<file path="src/rtl/av2_coeff_decoder.sv">
// av2_coeff_decoder
// Turns the entropy-decoded symbol stream of one square transform block into
// dequantized coefficients. The first symbol of a block is the end-of-block
// (EOB) count; the next EOB symbols are signed levels. Every one of the N = w*w
// positions is emitted once (levels first, then zero fill) with its raster
// address. The block closes with an EOB summary and a one-cycle done pulse.
//
// Handshakes: a transfer happens on a rising clk edge where valid and ready are
// both 1. A producer holds its payload stable while valid=1 and ready=0.
// symbol_ready depends on the state register only, never on symbol_valid.
module av2_coeff_decoder #(
    parameter int MAX_TX = 64
) (
    input  logic               clk,
    input  logic               rst_n,
    input  logic [15:0]        context_idx,
    input  logic [15:0]        context_prob,
    input  logic [15:0]        decoded_symbol,
    input  logic               symbol_valid,
    output logic               symbol_ready,
    output logic signed [15:0] coeff_out,
    output logic [11:0]        coeff_addr,
    output logic               coeff_valid,
    input  logic               coeff_ready,
    output logic [15:0]        num_coeffs,
    output logic               coeffs_valid,
    input  logic               coeffs_ready,
    input  logic [5:0]         tx_size,
    input  logic [3:0]         tx_type,
    input  logic [7:0]         qindex,
    input  logic               start,
    output logic               done,
    output logic [2:0]         o_dbg_state
);

    // Address width covers MAX_TX*MAX_TX positions; counts need one more bit
    // so that k can reach N itself.
    localparam int AW = $clog2(MAX_TX * MAX_TX);
    localparam int NW = AW + 1;
    localparam int WW = $clog2(MAX_TX);

    typedef enum logic [2:0] {
        S_IDLE       = 3'd0,
        S_READ_EOB   = 3'd1,
        S_READ_LEVEL = 3'd2,
        S_EMIT       = 3'd3,
        S_REPORT     = 3'd4,
        S_DONE       = 3'd5
    } state_t;

    state_t             r_state;

    // Block configuration latched at start.
    logic [WW-1:0]      r_w;
    logic               r_transposed;
    logic [8:0]         r_dq;
    logic [NW-1:0]      r_n;
    logic [NW-1:0]      r_eob;

    // Scan position: k is the emission index, (r_row, r_col) = (k / w, k mod w)
    // and r_taddr = r_col * w + r_row is the transposed address of k, all
    // stepped incrementally so no divider or extra multiplier is needed.
    logic [NW-1:0]      r_k;
    logic [WW-1:0]      r_col;
    logic [WW-1:0]      r_row;
    logic [AW-1:0]      r_taddr;

    // Registered outputs.
    logic signed [15:0] r_coeff_out;
    logic [AW-1:0]      r_coeff_addr;
    logic               r_coeff_valid;
    logic [15:0]        r_num_coeffs;
    logic               r_coeffs_valid;
    logic               r_done;

    // Context inputs are reserved for a later revision of the entropy path.
    logic               w_unused_ctx;
    assign w_unused_ctx = ^{context_idx, context_prob};

    // Start-time configuration: transform width floors at 4.
    logic [WW-1:0]      w_w_in;
    logic [NW-1:0]      w_n_in;
    assign w_w_in = (tx_size < WW'(4)) ? WW'(4) : tx_size;
    assign w_n_in = {{(NW-WW){1'b0}}, w_w_in} * {{(NW-WW){1'b0}}, w_w_in};

    // EOB symbol is clamped to the block size.
    logic [NW-1:0]      w_eob_in;
    assign w_eob_in = (decoded_symbol > {{(16-NW){1'b0}}, r_n}) ? r_n
                                                                  : decoded_symbol[NW-1:0];

    // Dequantization: signed level times unsigned dq, saturated to 16 bits.
    // |level*dq| < 2^24, so 25 bits hold the exact product.
    logic signed [24:0] w_lvl_ext;
    logic signed [24:0] w_dq_ext;
    logic signed [24:0] w_prod;
    logic signed [15:0] w_sat;
    assign w_lvl_ext = {{9{decoded_symbol[15]}}, decoded_symbol};
    assign w_dq_ext  = {16'd0, r_dq};
    assign w_prod    = w_lvl_ext * w_dq_ext;
    assign w_sat     = (w_prod > 25'sd32767)  ? 16'sh7FFF :
                       (w_prod < -25'sd32768) ? 16'sh8000 :
                                                w_prod[15:0];

    // Next scan position after the current coefficient is accepted.
    logic [NW-1:0]      w_k_nxt;
    logic [WW-1:0]      w_col_nxt;
    logic [WW-1:0]      w_row_nxt;
    logic [AW-1:0]      w_taddr_nxt;
    logic [AW-1:0]      w_addr_nxt;

    // Step the row/column walk; a column wrap starts the next transposed column.
    always_comb begin
        w_k_nxt     = r_k + NW'(1);
        w_col_nxt   = r_col + WW'(1);
        w_row_nxt   = r_row;
        w_taddr_nxt = r_taddr + {{(AW-WW){1'b0}}, r_w};
        if (r_col == r_w - WW'(1)) begin
            w_col_nxt   = '0;
            w_row_nxt   = r_row + WW'(1);
            w_taddr_nxt = {{(AW-WW){1'b0}}, r_row + WW'(1)};
        end
        w_addr_nxt = r_transposed ? w_taddr_nxt : w_k_nxt[AW-1:0];
    end

    // Block FSM with all outputs registered; reset aborts any block in flight.
    always_ff @(posedge clk or negedge rst_n) begin
        if (!rst_n) begin
            r_state        <= S_IDLE;
            r_w            <= '0;
            r_transposed   <= 1'b0;
            r_dq           <= '0;
            r_n            <= '0;
            r_eob          <= '0;
            r_k            <= '0;
            r_col          <= '0;
            r_row          <= '0;
            r_taddr        <= '0;
            r_coeff_out    <= '0;
            r_coeff_addr   <= '0;
            r_coeff_valid  <= 1'b0;
            r_num_coeffs   <= '0;
            r_coeffs_valid <= 1'b0;
            r_done         <= 1'b0;
        end else begin
            case (r_state)
                S_IDLE: begin
                    if (start) begin
                        r_w          <= w_w_in;
                        r_transposed <= (tx_type != 4'd0);
                        r_dq         <= {1'b0, qindex} + 9'd4;
                        r_n          <= w_n_in;
                        r_state      <= S_READ_EOB;
                    end
                end

                S_READ_EOB: begin
                    if (symbol_valid) begin
                        r_eob        <= w_eob_in;
                        r_num_coeffs <= {{(16-NW){1'b0}}, w_eob_in};
                        r_k          <= '0;
                        r_col        <= '0;
                        r_row        <= '0;
                        r_taddr      <= '0;
                        r_coeff_addr <= '0;
                        if (w_eob_in != '0) begin
                            r_state <= S_READ_LEVEL;
                        end else begin
                            r_coeff_out   <= '0;
                            r_coeff_valid <= 1'b1;
                            r_state       <= S_EMIT;
                        end
                    end
                end

                S_READ_LEVEL: begin
                    if (symbol_valid) begin
                        r_coeff_out   <= w_sat;
                        r_coeff_valid <= 1'b1;
                        r_state       <= S_EMIT;
                    end
                end

                S_EMIT: begin
                    if (coeff_ready) begin
                        r_k          <= w_k_nxt;
                        r_col        <= w_col_nxt;
                        r_row        <= w_row_nxt;
                        r_taddr      <= w_taddr_nxt;
                        r_coeff_addr <= w_addr_nxt;
                        if (w_k_nxt < r_eob) begin
                            r_coeff_valid <= 1'b0;
                            r_state       <= S_READ_LEVEL;
                        end else if (w_k_nxt < r_n) begin
                            r_coeff_out <= '0;
                        end else begin
                            r_coeff_valid  <= 1'b0;
                            r_coeffs_valid <= 1'b1;
                            r_state        <= S_REPORT;
                        end
                    end
                end

                S_REPORT: begin
                    if (coeffs_ready) begin
                        r_coeffs_valid <= 1'b0;
                        r_done         <= 1'b1;
                        r_state        <= S_DONE;
                    end
                end

                S_DONE: begin
                    r_done  <= 1'b0;
                    r_state <= S_IDLE;
                end

                default: begin
                    r_state <= S_IDLE;
                end
            endcase
        end
    end

    assign symbol_ready = (r_state == S_READ_EOB) || (r_state == S_READ_LEVEL);
    assign coeff_out    = r_coeff_out;
    assign coeff_addr   = r_coeff_addr;
    assign coeff_valid  = r_coeff_valid;
    assign num_coeffs   = r_num_coeffs;
    assign coeffs_valid = r_coeffs_valid;
    assign done         = r_done;
    assign o_dbg_state  = r_state;

endmodule

</file>
<file path="config.mk">
export PLATFORM = sky130hd
export DESIGN_NAME = av2_coeff_decoder
export DESIGN_NICKNAME = d
export VERILOG_FILES = /design/src/rtl/av2_coeff_decoder.sv
export SDC_FILE = /design/constraint.sdc
export NUM_CORES = 1
export LEC_CHECK = 0
export CAP_MARGIN = 30
export CORE_ASPECT_RATIO = 1.5
export CORE_UTILIZATION = 48
export CTS_CLUSTER_DIAMETER = 100
export DETAILED_ROUTE_END_ITERATION = 10
export PLACE_DENSITY = 0.76
export SYNTH_ARGS = -nofsm -noshare
export SYNTH_HDL_FRONTEND = slang
export SYNTH_SLANG_ARGS = --single-unit
</file>
<file path="constraint.sdc">
create_clock -name clk -period 6.1 [get_ports clk]
set_input_delay 1.22 -clock clk [delete_from_list [all_inputs] [get_ports clk]]
set_output_delay 1.22 -clock clk [all_outputs]
set_load 0.01 [all_outputs]
</file>
* Word level (Yosys, flattened, before mapping)
Index checks and enable logic that the tools add are counted. W data, S select, Z words.
Word-level totals: latch bits 0, ROM bits 0, RAM bits 0, logic and storage cells 114, output and inout bits 51, register bits 112, bits of input ports 72, memories kept 0
Cells by class: $add $sub $neg 6, shift-type cells 0, multiply operators 2, divide/modulo/power cells 0, muxes and demuxes 51, equal/unequal tests 17, magnitude comparators 6, reduce and logical (&&, ||, !) cells 17, bitwise operators 0
Operators by type and width (count):
- $mux W16 | 8
- $mux W12 | 5
- $pmux W12 S2 | 2
- $pmux W16 S3 | 1
- $mux W13 | 3
- $mux W6 | 6
- $pmux W13 S2 | 1
- $gt A25 B16 Y1 const B | 1
- $lt A25 B16 Y1 const B | 1
- $mul A16 B10 Y25 | 1
- $pmux W6 S2 | 2
- $mux W3 | 7
- $ne A2 B2 Y1 const B | 10
- $gt A16 B12 Y1 | 1
- $pmux W3 S5 | 1
- $add A13 B1 Y13 const B | 1
- $lt A13 B12 Y1 | 1
- $lt A13 B13 Y1 | 1
- $reduce_bool A13 Y1 | 1
- $add A12 B6 Y12 | 1
- $add A6 B1 Y6 const B | 2
- $mul A6 B6 Y12 | 1
- $mux W1 | 12
- $reduce_and A6 Y1 | 2
- 20 further kinds | 27

* Logic depth before layout (Yosys ltp)
word-level depth 6, mapped depth 24, depth with buffers taken out 21

* Worst setup path after synthesis
Ideal clock, no wire load.
path kind input to register, from in decoded_symbol[15], to reg r_coeff_out[12], in the netlist coeff_out[12], cell stages on the path 22, data arrival time 6406 ps, path slack -432 ps, required time 5974 ps, path buffers 2, cell sequence buf_2 and2_1 fa_1 inv_1 fa_1 inv_1 fa_1 fa_1 inv_1 fa_1 inv_1 ha_1 nand4_1 nor3_1 a211oi_1 o31ai_2 xor2_1 nor4_1 nand3_1 nor2b_4 buf_6 a221o_1
Between the ends: longest elaborated chain between the ends 6
Ends and longest elaborated chain:
- start, declared | line 18 | input logic [15:0] decoded_symbol,
- $mul A16 B10 Y25 | line 99 | assign w_prod = w_lvl_ext * w_dq_ext;
- $lt A25 B16 Y1 | line 101 | (w_prod < -25'sd32768) ? 16'sh8000 :
- $mux W16 | line 101
- $mux W16 | line 100 | assign w_sat = (w_prod > 25'sd32767) ? 16'sh7FFF :
- $mux W16 | line 176 | if (symbol_valid) begin
- $pmux W16 S3 | line 145 | case (r_state)
- end signal, assigned | line 177 | r_coeff_out <= w_sat;
- end, declared | line 69 | logic signed [15:0] r_coeff_out;
Several ways; a longest one is shown, not always the timed one. The select of a mux whose other input is x is not followed. A chain may end at the register's enable or synchronous reset.

* Worst setup path after layout
from in decoded_symbol[7], to reg r_coeff_out[4], in the netlist coeff_out[4]
The elaborated chain is that of the path after synthesis.

==> flow_summary.json <==
{
  "status": "complete, but fails checks",
  "failed_checks": "negative setup slack",
  "die_x_um": 134.6,
  "die_h_um": 200.9,
  "synthArstFlopShare_pct": 100.0,
  "regArea_um2": 2753,
  "critPathTopFamily": "adder cells",
  "synth_cell_type_count": 82,
  "drt_iter0_drc": 552,
  "yosys_warnings": 0,
  "gp_congestion": 0.8981,
  "syn_to_final_growth_pct": 25.65,
  "die_area_um2": 27040,
  "wire_per_inst_um": 17.81,
  "post-route-min-period_ps": 6284,
  "slew_headroom_pct": 35.01,
  "cts_tree": "built",
  "worstHoldPathType": "flip-flop to flip-flop",
  "ctsLongestPathBuffers": 2,
  "layout.nets": 1922,
  "max_cap_viol_count": 0,
  "drive_above_1_share_pct": 20.54,
  "path_cells": "buf_12, buf_16, and2_4, fa_1, fa_1, fa_1, fa_1, inv_2, fa_1, inv_2, ha_4, a21oi_4, buf_6, nor3_4, a211oi_4, o31ai_4, xor2_2, buf_4, nor4_4, nand3_2, nor2b_4, a221o_2",
  "vias": 11102,
  "critPathLaunchType": "input port",
  "overflow": 0,
  "avgViaCountPerCell": 5.693,
  "clock.fmax_ghz": 0.1591,
  "io_buffers": 87,
  "critPathMaxStageDelay_ps": 570,
  "ctsHoldBuffers": 0,
  "worst-setup-path-type": "input port to flip-flop",
  "finalMaxSlewViolations": 0,
  "fill_cells": 2064,
  "rsz0062_at_grt": "true",
  "path_max_fanout": 6,
  "setup_slack_ps": -184.5,
  "grt_first_pass_wirelength_um": 55860,
  "core_area_um2": 25850,
  "hold_violations": 0,
  "ys_ff_latch": 110,
  "grt_use_total_pct": 26.29,
  "start_util_pct": 48.95,
  "worst_slew_pin_slew_ps": 972.4,
  "cts_max_level": 3,
  "crit_top_cell": "fa_1",
  "layout.cells.most_common": "inv_1",
  "netlist_area_um2": 12660,
  "final_cell_mix": "inv_1 (178), nand2_1 (158), buf_4 (129), fa_1 (123), dfrtp_1 (110)",
  "grt_pass1_vias": 11683,
  "syn_inst": 1432,
  "synth_edf_count": 0,
  "skew_ps": 12.56,
  "finish.instance_area_um2": 15900,
  "ys_seq_area_share_pct": 21.75,
  "cp_slowest_cell": "fa_1",
  "boundaryPins": 123,
  "placed_cell_area_um2": 14690,
  "crit_path_end_kind": "flip-flop",
  "grt_max_degree": 70,
  "synth_ff_type": "dfrtp_1",
  "cts-buffers-inserted": 9,
  "grt_antenna_before_repair": 2,
  "cts_num_sinks": 110,
  "period_share_pct": 103.0,
  "drc": 0,
  "clk_pin_slew_ps": 70,
  "setup_viol": 15,
  "clk_latency_ps": 380,
  "drtPass1Iterations": 7,
  "drtAntennaViolNets": 0,
  "multi_input_area_um2": 9652,
  "cp.arrival_ps": 6540,
  "tns_ps": -2179,
  "critPathBufInv": 6,
  "pre_cts_ws_ps": -1201,
  "worstPathRequired_ps": 6360,
  "wl_um": 34730,
  "ctsRootBufferMaster": "clkbuf_16",
  "rows": 72,
  "hpwl_um": 25990,
  "syn_area_per_cell_um2": 8.839
}
metal layers:
metal	vias up	GRT usage [%]	routed length (um)
li1	5110	-	-
met1	5465	26.37	12240
met2	360	49.24	18710
met3	165	3.535	1336
met4	2	18.14	2433
met5	-	0	12
worst register-to-register path, cell delays in order (launching register included):
cell      delay, ps
dfrtp_1         650
buf_4           240
nand2_2          70
fa_1            540
inv_1            60
fa_1            560
fa_1            450
fa_1            570
inv_2            40
fa_1            510
inv_2            50
ha_4            270
buf_4           150
nand2_4          90
o21ai_4          80
a211oi_4        330
o31ai_4         140
xor2_2          200
buf_4           150
nor4_4          250
nand3_2         160
nor2b_4         180
a221o_2         290
worst paths after layout:
| path | startpoint | to | slack (ps) | cells past startpoint |
|---|---|---|---|---|
| max | decoded_symbol[7] | coeff_out[4]$_DFFE_PN0P_ | -180 | 22 |
| min | coeff_out[3]$_DFFE_PN0P_ | coeff_out[3]$_DFFE_PN0P_ | 510 | 1 |
| max reg2reg | r_dq[1]$_DFFE_PN0P_ | coeff_out[4]$_DFFE_PN0P_ | -20 | 22 |
| min reg2reg | coeff_out[3]$_DFFE_PN0P_ | coeff_out[3]$_DFFE_PN0P_ | 510 | 1 |
| max in group asynchronous | rst_n | r_dq[7]$_DFFE_PN0P_ | 4040 | 2 |
| min in group asynchronous | rst_n | r_taddr[11]$_DFFE_PN0P_ | 970 | 1 |
cells in the mapped netlist (5+ instances only):
cell type	n	share of area [%]
a211oi_1	5	0.30
buf_4	6	0.36
nand4_1	10	0.49
xnor2_1	45	3.1
a21oi_1	58	2.3
clkbuf_1	44	1.3
and2_1	90	4.4
mux2_2	9	0.80
o21ai_0	91	3.6
nor2_1	56	1.7
nor2b_1	13	0.64
a221o_1	11	0.87
nand2_1	177	5.2
o31ai_1	6	0.36
xor2_1	28	1.9
buf_2	8	0.32
nand3_1	48	1.9
ha_1	110	11
inv_1	195	5.8
o211ai_1	5	0.30
fa_1	128	20
a21o_1	15	0.89
a22o_1	7	0.48
nor3_1	11	0.43
o21a_1	7	0.42
o221ai_1	5	0.35
a31oi_1	15	0.74
nor4_1	11	0.54
and3_1	9	0.44
o21bai_1	8	0.47
dfrtp_1	110	22
flip-flops by register name, indices dropped and copies added (netlist names), 3 cells and up:
register / count
coeff_addr: 12
r_k: 13
r_eob: 13
coeff_out: 16
r_dq: 9
r_col: 6
r_taddr: 12
r_n: 10
o_dbg_state: 3
r_row: 6
r_w: 6
layout make-up:
type | count | share of cell area, %
antenna | 1 | 0.01573
inverter | 195 | 4.602
clock inverter | 6 | 0.5507
sequential | 110 | 17.31
timing repair buffer | 230 | 12.80
clock buffer | 9 | 1.416
multi-input combinational | 1066 | 60.69
tap | 333 | 2.620
cell families after synthesis:
kind of cell	after synthesis	synth area share (%)
xor+xnor	73	5.051
other cells	1	0.02963
buf+inv	260	8.215
compound gates	275	14.39
mux	13	1.117
flops	110	21.75
simple gates	462	18.33
fa+ha+maj	238	31.12
what timing repair did:
item	4_1_cts	5_1_grt
pin swaps	74	59
gates resized for setup	151	78
setup endpoints to repair	16	15
setup buffers	6	13
gates cloned	6	0
per-stage QoR:
stage	instances	hold slack, ps	util [%]
final	1950	505.6	61.51
after floorplan	1434	469.2	-
after global routing	1949	527.3	61.50
after detailed placement	1909	481.1	56.82
after CTS	1936	511.0	60.07
after global placement	1909	475.1	56.82
Power is not shown: default switching activity piles up to over one toggle a cycle in this logic, so the estimate is an artifact.
